--- src/rtl/score_bcd_converter.sv ---
// Sequential binary-to-BCD converter (double-dabble, one shift per clock) for the
// leaderboard display path, with saturation and a leading-zero blanking mask.
module score_bcd_converter #(
    parameter int IN_WIDTH  = 20,
    parameter int MAX_SCORE = 999999
) (
    input  logic                clk,
    input  logic                reset,
    input  logic                start,
    input  logic [IN_WIDTH-1:0] score,
    output logic                busy,
    output logic                done,
    output logic                overflow,
    output logic [3:0]          display_ones,
    output logic [3:0]          display_tens,
    output logic [3:0]          display_hundreds,
    output logic [3:0]          display_thousands,
    output logic [3:0]          display_tthousands,
    output logic [3:0]          display_hthousands,
    output logic [5:0]          lead_mask
);

    localparam int                CNT_W   = $clog2(IN_WIDTH + 1);
    localparam logic [IN_WIDTH-1:0] MAX_VAL = IN_WIDTH'(MAX_SCORE);
    localparam logic [CNT_W-1:0]  LAST_CNT = CNT_W'(IN_WIDTH - 1);

    typedef enum logic [1:0] {
        IDLE,
        SHIFT,
        COMMIT
    } state_t;

    state_t              r_state;
    state_t              w_state_next;
    logic [IN_WIDTH-1:0] r_bin;
    logic [23:0]         r_bcd;
    logic [CNT_W-1:0]    r_count;
    logic                r_sat;
    logic                r_busy;
    logic                r_done;
    logic                r_overflow;
    logic [23:0]         r_digits;
    logic [5:0]          r_lead_mask;

    logic [23:0]         w_bcd_adj;
    logic [5:0]          w_nz;
    logic [5:0]          w_mask;

    genvar gi;
    generate
        for (gi = 0; gi < 6; gi++) begin : g_nibble
            assign w_bcd_adj[gi*4 +: 4] = (r_bcd[gi*4 +: 4] >= 4'd5) ?
                                          r_bcd[gi*4 +: 4] + 4'd3 : r_bcd[gi*4 +: 4];
            assign w_nz[gi] = |r_bcd[gi*4 +: 4];
        end
        // A place is shown if it or any higher place is nonzero.
        assign w_mask[5] = w_nz[5];
        for (gi = 0; gi < 5; gi++) begin : g_mask
            assign w_mask[gi] = w_nz[gi] | w_mask[gi+1];
        end
    endgenerate

    always_comb begin
        w_state_next = r_state;
        case (r_state)
            IDLE:    if (start) w_state_next = SHIFT;
            SHIFT:   if (r_count == LAST_CNT) w_state_next = COMMIT;
            COMMIT:  w_state_next = IDLE;
            default: w_state_next = IDLE;
        endcase
    end

    always_ff @(posedge clk) begin
        if (reset) begin
            r_state <= IDLE;
        end else begin
            r_state <= w_state_next;
        end
    end

    always_ff @(posedge clk) begin
        if (reset) begin
            r_bin       <= '0;
            r_bcd       <= '0;
            r_count     <= '0;
            r_sat       <= 1'b0;
            r_busy      <= 1'b0;
            r_done      <= 1'b0;
            r_overflow  <= 1'b0;
            r_digits    <= '0;
            r_lead_mask <= 6'b000001;
        end else begin
            r_done <= 1'b0;
            case (r_state)
                IDLE: begin
                    if (start) begin
                        r_sat   <= (score > MAX_VAL);
                        r_bin   <= (score > MAX_VAL) ? MAX_VAL : score;
                        r_bcd   <= '0;
                        r_count <= '0;
                        r_busy  <= 1'b1;
                    end
                end
                SHIFT: begin
                    r_bcd   <= {w_bcd_adj[22:0], r_bin[IN_WIDTH-1]};
                    r_bin   <= {r_bin[IN_WIDTH-2:0], 1'b0};
                    r_count <= r_count + CNT_W'(1);
                end
                COMMIT: begin
                    r_digits    <= r_bcd;
                    r_lead_mask <= {w_mask[5:1], 1'b1};
                    r_overflow  <= r_sat;
                    r_done      <= 1'b1;
                    r_busy      <= 1'b0;
                end
                default: ;
            endcase
        end
    end

    assign busy               = r_busy;
    assign done               = r_done;
    assign overflow           = r_overflow;
    assign lead_mask          = r_lead_mask;
    assign display_ones       = r_digits[3:0];
    assign display_tens       = r_digits[7:4];
    assign display_hundreds   = r_digits[11:8];
    assign display_thousands  = r_digits[15:12];
    assign display_tthousands = r_digits[19:16];
    assign display_hthousands = r_digits[23:20];

endmodule

--- config.mk ---
export PLATFORM = sky130hd
export DESIGN_NAME = score_bcd_converter
export DESIGN_NICKNAME = d
export VERILOG_FILES = /design/src/rtl/score_bcd_converter.sv
export SDC_FILE = /design/constraint.sdc
export NUM_CORES = 1
export LEC_CHECK = 0
export ABC_CLOCK_PERIOD_IN_PS = 2100
export CAP_MARGIN = 0
export CORE_MARGIN = 2
export CORE_UTILIZATION = 54
export CTS_CLUSTER_DIAMETER = 150
export DETAILED_ROUTE_END_ITERATION = 16
export GPL_TIMING_DRIVEN = 0
export HOLD_SLACK_MARGIN = 0.08
export PLACE_DENSITY_LB_ADDON = 0.1
export SYNTH_ARGS = -nofsm -noshare
export SYNTH_HDL_FRONTEND = slang
export SYNTH_SLANG_ARGS = --single-unit
export TNS_END_PERCENT = 100
--- constraint.sdc ---
create_clock -name clk -period 2.1 [get_ports clk]
set_input_delay 0.525 -clock clk [delete_from_list [all_inputs] [get_ports clk]]
set_output_delay 0.525 -clock clk [all_outputs]
set_load 0.03 [all_outputs]
# Yosys cells after proc, flatten, opt, wreduce, memory -nomap -nowiden
# Index checks and enable logic that the tools add are counted.
# word_totals
regBits	84
in_bits	23
out_inout_bits	33
wordCells	64
# op_classes
addsub	7
magnitude_cmp	7
n_eq_ne	5
n_mux	19
bitwise	4
n_reduce_logical	12
# ops
op	n
one-hot mux 24 bit (2 select lines)	1
2-to-1 mux 20 bit	2
one-hot mux 20 bit (2 select lines)	1
>= comparator 4 x 3 -> 1 bit (second input constant)	6
2-to-1 mux 24 bit	1
adder 4 x 2 -> 4 bit (second input constant)	5
greater-than comparator 20 bit (second input constant)	1
2-to-1 mux 4 bit	5
OR reduction 4 bit	5
one-hot mux 5 bit (2 select lines)	1
AND reduction 2 bit	4
adder 5 x 1 -> 5 bit (second input constant)	1
equality test 5 bit (second input constant)	1
2-to-1 mux 5 bit	1
2-to-1 mux 2 bit	2
inequality test 2 bit (second input constant)	2
bitwise OR 1 bit	4
one-hot mux 2 bit (2 select lines)	1
nonzero test 2 bit	2
adder 3 x 2 -> 3 bit (second input constant)	1
2-to-1 mux 3 bit	1
equality test 2 x 1 -> 1 bit (second input constant)	1
equality test 2 bit (second input constant)	1
zero test 2 bit	1
2 further kinds	3

# Longest topological paths before layout
# Gate-level depths: netlist of run 1.
# depth
depth_word	5
depth_mapped	7
depth_no_buf	6

# Worst setup path after synthesis of run 1
# Ideal clock, no wire load.
# synth_path
path_type	input port to flip-flop
start	in start
end	reg r_bcd[4]
arrival_ns	1.490
t_required_ns	2.013
slack_ns	0.523
path_stages	6
path_buffers	2
path_cell_list	clkbuf_1 o21ba_2 nor2_1 buf_2 nand2_1 o31ai_1
# synth_via
elab_chain_len	2
# synth_lines
element	line_no	rtl
from (decl)	9	input logic start,
inequality test 2 bit (no source line)	-	
AND reduction 2 bit (no source line)	-	
to (signal assigned)	105	r_bcd <= {w_bcd_adj[22:0], r_bin[IN_WIDTH-1]};
to (decl)	36	logic [23:0] r_bcd;
# Every way passes these cells.
# A chain may end at the register's enable or synchronous reset.

# Worst setup path in the final report of run 1
# layout_path
start	reg r_lead_mask[3] (netlist: lead_mask[3])
end	out lead_mask[3]
# layout_rtl
element	line_no	rtl
from (decl)	43	logic [5:0] r_lead_mask;
from (signal assigned)	111	r_lead_mask <= {w_mask[5:1], 1'b1};
to (decl)	20	output logic [5:0] lead_mask
# No word-level cell between the ends.

==> impl_metrics.toml, run 1 <==
[setup_path]
cp_slowest_cell = "clkdlybuf4s50_1"
critPathKind = "register to output port"
end_kind = "output port"
crit_arrival_ps = 1400
cp.required_ps = 1570
worst-path-max-fanout = 2
critPathMaxStageDelay_ps = 690
start_kind = "register"
critPathTopFamily = "buffers and inverters"
crit_chain = "clkdlybuf4s50_1"
worst-path-buf-inv = 1

[sta]
worstMarginPinSlew_ps = 733
final_hold_viol_count = 0
maxSlewViolCount = 0
setup_ws_ps = 171
rsz0062_at_grt = "no"
relSlewSlack_pct = 51.0
period_share_pct = 91.9
period_needed_ps = 1930
skew_ps = 5.05
final-setup-viol-count = 0
timing.fmax_ghz = 0.518

[yosys]
synth_area_sq_um = 3740
synth_ff_type = "dfxtp_1"
synth_cell_types = 46
synthArstFlopShare_pct = 0
ys_seq_area_share_pct = 45.0
synth_cells = 435
syn_nets = 476
synth_edf_count = 0
ys_warn_count = 0
postSynthAreaPerCell_sq_um = 8.59
synth-seq-cells = 84

[clock_tree]
path_clk_slew_ps = 80
cts_tree = "built"
tritoncts_num_sinks = 84
clk_path_buf_depth = 2
numCtsBuffers = 9
root_buffer = "clkbuf_8"
cts_setup_buffers = 0
h-tree-depth = 3
insertion_delay_ps = 350

[drt]
drt-initial-drc-count = 178
drcViolationCount = 0
num_vias = 3376
dr_wl_met2_um = 4410
wl_per_cell_um = 16.0
dr.pass1.iters = 5
vias_per_cell = 5.79
highest_layer = "met4"
drt-met1-wl_um = 4300
antenna_left = 0
dr_wl_met3_um = 437
drt_wl_total_um = 9320

[die]
core_area_sq_um = 6760
num_rows = 30
design.die.area_sq_um = 7600
ioPinCount = 56
die_w_um = 87.2
initial_utilization_pct = 55.3
die_y_um = 87.2

[run]
maxCapViolCount = 0

[place]
routabilityCongestion = 0.830
dp.cells = 568
dp_hpwl_um = 6450
preCtsSetupSlack_ps = -274
portBuffers = 53

[worst_hold_path]
hp-class = "register to register"

[cells_and_area]
syn_to_final_growth_pct = 22.1
antenna_cells = 0
drive_gt1_share_pct = 8.55
final_cells = 583
nets = 540

[power_and_ir_drop]
seqPwrFrac_pct = 54.0
power.density_nw_per_um2 = 672
comb_power_share_pct = 8.7
p_clk_share_pct = 37.2
leakage_nw = 1.63
p_sw_share_pct = 24.7
internal-power_w = 0.00231
power_switching_w = 0.000759
ir_worst_vdd_v = 0.000418

[global_routing]
grt.overflow.total = 0
grt_pass1_wl_um = 15100
antenna_found_initial = 0
grt_usage_pct = 25.8
grt_pass1_vias = 3206
grt_max_degree = 14

[outcome]
status = "completed"
==> cell usage after synthesis (all sizes together), types with 3 or more instances <==
cell | instances | area (sq um)
nor3 | 10 | 50.1
o21ai | 22 | 110
nand3 | 17 | 85.1
a22o | 4 | 35.0
nand2b | 9 | 63.8
o221ai | 7 | 61.3
inv | 15 | 56.3
o221a | 5 | 56.3
nor3b | 3 | 27.5
a22oi | 9 | 67.6
ha | 18 | 225
nand2 | 68 | 255
a2bb2oi | 4 | 35.0
or2 | 3 | 18.8
mux2i | 4 | 40.0
xnor2 | 6 | 52.6
o2bb2ai | 3 | 26.3
a31oi | 3 | 18.8
nor2 | 26 | 97.6
nand4 | 3 | 18.8
clkbuf | 15 | 56.3
a211oi | 4 | 30.0
buf | 12 | 67.6
a21oi | 58 | 290
dfxtp | 84 | 1680
==> sequential cells by signal (all words and copies together) (netlist names), 2 cells and up <==
signal and cells:
r_digits 24, r_bcd 24, lead_mask 5, r_bin 20
r_count 5, r_state 2
==> area by class of cell <==
| cell class | count | area [sq um] |
|---|---|---|
| multi-input combinational | 309 | 1880 |
| sequential | 84 | 1680 |
| tap | 80 | 100 |
| fill | 593 | 2190 |
| clock inverter | 5 | 52.6 |
| clock buffer | 10 | 138 |
| buffer | 27 | 124 |
| inverter | 15 | 56.3 |
| timing repair buffer | 53 | 531 |
==> power by group through the flow <==
stage / clock (W) / combinational (W) / sequential, W
after global placement: 0 / 0.000257 / 0.00169
after detailed placement: 0 / 0.000263 / 0.00169
after floorplan: 0 / 0.000152 / 0.00169
after global routing: 0.00121 / 0.000292 / 0.00166
final: 0.00114 / 0.000268 / 0.00166
after CTS: 0.00114 / 0.000264 / 0.00166
==> layout by cell type (no fill, tap or decap), types with 9 or more instances in the layout <==
cell             count
clkdlybuf4s50_1     53
inv_1               15
o21ai_0             22
buf_2                9
nand3_1             17
clkbuf_8            10
nor2_1              24
nor3_1              10
nand2_1             68
ha_1                18
a21oi_1             58
clkbuf_1            15
a22oi_1              9
dfxtp_1             84
==> metrics by stage <==
| step | TNS, ps | hold slack (ps) | power (W) | area, sq um | utilization, % |
|---|---|---|---|---|---|
| final | 0 | 453 | 0.00307 | 4560 | 67.5 |
| after global routing | 0 | 475 | 0.00316 | 4560 | 67.5 |
| after CTS | 0 | 457 | 0.00306 | 4560 | 67.5 |
| after detailed placement | -2000 | 446 | 0.00196 | 4370 | 64.6 |
| after global placement | -833 | 442 | 0.00195 | 4370 | 64.6 |
| after floorplan | 0 | 432 | 0.00184 | 3740 | - |
==> cells by family after synthesis <==
kind of cell / Yosys count / synth area share, %
adder cells (fa/ha/maj): 18 / 6.03
other: 1 / 0.100
AO/OA/AOI/OAI: 130 / 22.1
multiplexers: 6 / 1.67
AND/OR/NAND/NOR: 147 / 18.6
XOR/XNOR: 7 / 1.64
buffers and inverters: 42 / 4.82
flip-flops: 84 / 45.0
==> path summary, 6_finish.rpt <==
kind | slack (ps) | cells after the start | to | from
worst max register to register | 210 | 5 | r_bin[10]$_SDFFE_PP0P_ | r_state[0]$_SDFFE_PP0P_
worst min-delay path | 450 | 2 | r_digits[22]$_SDFFE_PP0P_ | r_digits[22]$_SDFFE_PP0P_
worst max-delay path | 170 | 1 | lead_mask[3] | lead_mask[3]$_SDFFE_PP0P_
worst min register to register | 450 | 2 | r_digits[22]$_SDFFE_PP0P_ | r_digits[22]$_SDFFE_PP0P_
==> routing by layer <==
layer / vias to the layer above / GRT usage [%]
met5: - / 0
met2: 108 / 42.3
met3: 18 / 4.45
met1: 1591 / 34.3
li1: 1659 / -
met4: 0 / 9.37
==> timing repair <==
action                                  in CTS  in global routing
resized for setup                            0                  2
hold buffers                                 0                  0
endpoints found under the setup margin       0                  8
(Power assumes the default switching activity.)
==> inputs of run 2 (changes only) <==
Settings changed: CAP_MARGIN 0 to not set, CORE_ASPECT_RATIO set to 0.6.
==> impl_metrics.toml, run 2 (same netlist as run 1, synthesis figures left out) <==
[outcome]
status = "completed"

[place]
routabilityCongestion = 0.848
dp_hpwl_um = 7110
portBuffers = 53
preCtsSetupSlack_ps = -174

[drt]
dr_wl_met2_um = 4280
drt-initial-drc-count = 333
drcViolationCount = 0
dr_wl_met3_um = 695
dr.pass1.iters = 5
wl_per_cell_um = 16.7
num_vias = 3425
drt-met1-wl_um = 4730
highest_layer = "met4"
drt_wl_total_um = 9880
antenna_left = 0
vias_per_cell = 5.80

[die]
ioPinCount = 56
initial_utilization_pct = 56.0
die_y_um = 68.4
die_w_um = 111
num_rows = 23
design.die.area_sq_um = 7620
core_area_sq_um = 6680

[clock_tree]
hold_buffers = 0
clk_path_buf_depth = 2
post_cts_resize_count = 0
path_clk_slew_ps = 60
root_buffer = "clkbuf_16"
insertion_delay_ps = 340
numCtsBuffers = 9
h-tree-depth = 3
cts_tree = "built"
tritoncts_num_sinks = 84
cts_setup_buffers = 0

[sta]
relSlewSlack_pct = 50.8
worstMarginPinSlew_ps = 736
final_hold_viol_count = 0
skew_ps = 4.33
final-setup-viol-count = 0
rsz0062_at_grt = "no"
period_needed_ps = 2000
maxSlewViolCount = 0
period_share_pct = 95.1
setup-tns-final_ps = 0
timing.fmax_ghz = 0.501
setup_ws_ps = 104

[power_and_ir_drop]
ir_worst_vdd_v = 0.000529
leakage_nw = 1.66
power_w = 0.00337
power.density_nw_per_um2 = 726

[setup_path]
r2r_end = "r_bcd[4]$_SDFFE_PP0P_"
critPathKind = "register to register"
ff2ff_path_depth = 6
r2r-start = "r_state[1]$_SDFFE_PP0P_"
end_kind = "register"
worst-path-max-fanout = 10
cp.required_ps = 2350
crit_arrival_ps = 2250
start_kind = "register"
reg2reg_setup_slack_ps = 100

[cells_and_area]
nets = 540
drive_gt1_share_pct = 7.94
syn_to_final_growth_pct = 24.4
fill_cells = 549
final_util_pct = 69.6
reg_top3 = "r_bcd (24), r_digits (24), r_bin (20)"
most-common-layout-cells = "dfxtp_1, nand2_1, a21oi_1"
antenna_cells = 0
final_common_cell = "dfxtp_1"

[global_routing]
grt_max_degree = 14
grt_pass1_wl_um = 16000
grt_usage_pct = 27.4
grt.overflow.total = 0
grt_pass1_vias = 3302
antenna_found_initial = 0

[worst_hold_path]
holdPathEnd = "r_digits[18]$_SDFFE_PP0P_"
hp-class = "register to register"
hold_start = "r_digits[18]$_SDFFE_PP0P_"
worstHoldPathCells = 2

[run]
maxCapViolCount = 0
## run 2: changes by cell type in the layout (fill, tap and decap cells not counted)
cell and change:
clkbuf_16 +9, clkbuf_8 -9, clkbuf_1 +2, nor2_1 +2, nor2_2 -2, bufinv_16 -1
clkinv_2 -1, clkinvlp_4 +1
## run 2: final cells by class
type	count	area [sq um]	share of cell area, %
multi-input cells	309	1880	40.3
well taps	87	109	2.34
inverters	15	56.3	1.21
repair buffers	53	531	11.4
plain buffers	27	124	2.66
flip-flops and latches	84	1680	36.2
clock buffers	12	246	5.30
clock inverters	4	25.0	0.538
## run 2: how the worst max path moves through the flow
| stage | depth (start not counted) | slack [ps] | from | endpoint |
|---|---|---|---|---|
| detailed placement | 5 | -170 | reset | r_bcd[16]$_SDFFE_PP0P_ |
| floorplan | 6 | 520 | start | r_bcd[4]$_SDFFE_PP0P_ |
| global route | 5 | 30 | score[15] | r_bin[0]$_SDFFE_PP0P_ |
| global placement | 4 | -120 | reset | r_bin[6]$_SDFFE_PP0P_ |
| finish | 6 | 100 | r_state[1]$_SDFFE_PP0P_ | r_bcd[4]$_SDFFE_PP0P_ |
| CTS | 6 | 180 | r_state[1]$_SDFFE_PP0P_ | r_bcd[4]$_SDFFE_PP0P_ |
## run 2: worst max-delay path, cell delays in order (launching register included)
cell and delay, ps:
dfxtp_1 390, buf_2 230, o21ba_2 230, nor2_1 490, buf_2 380, nand2_1 90
o31ai_1 70
## run 2: routing by layer
metal | track usage, % | vias up
met5 | 0 | -
met4 | 10.0 | 0
met3 | 7.44 | 18
met2 | 44.4 | 130
met1 | 36.0 | 1613
li1 | - | 1664
## run 2: report_power, final
group          total [W]  internal [W]  switching, W
clock            0.00145      0.000829      0.000617
combinational   0.000266      0.000107      0.000159
sequential       0.00166       0.00163     0.0000265
## run 2: metrics by stage
stage / instances / hold WS (ps) / area, sq um
floorplan: 435 / 432 / 3740
global placement: 575 / 436 / 4380
detailed placement: 575 / 447 / 4380
CTS: 591 / 455 / 4650
global route: 591 / 466 / 4650
finish: 591 / 452 / 4650
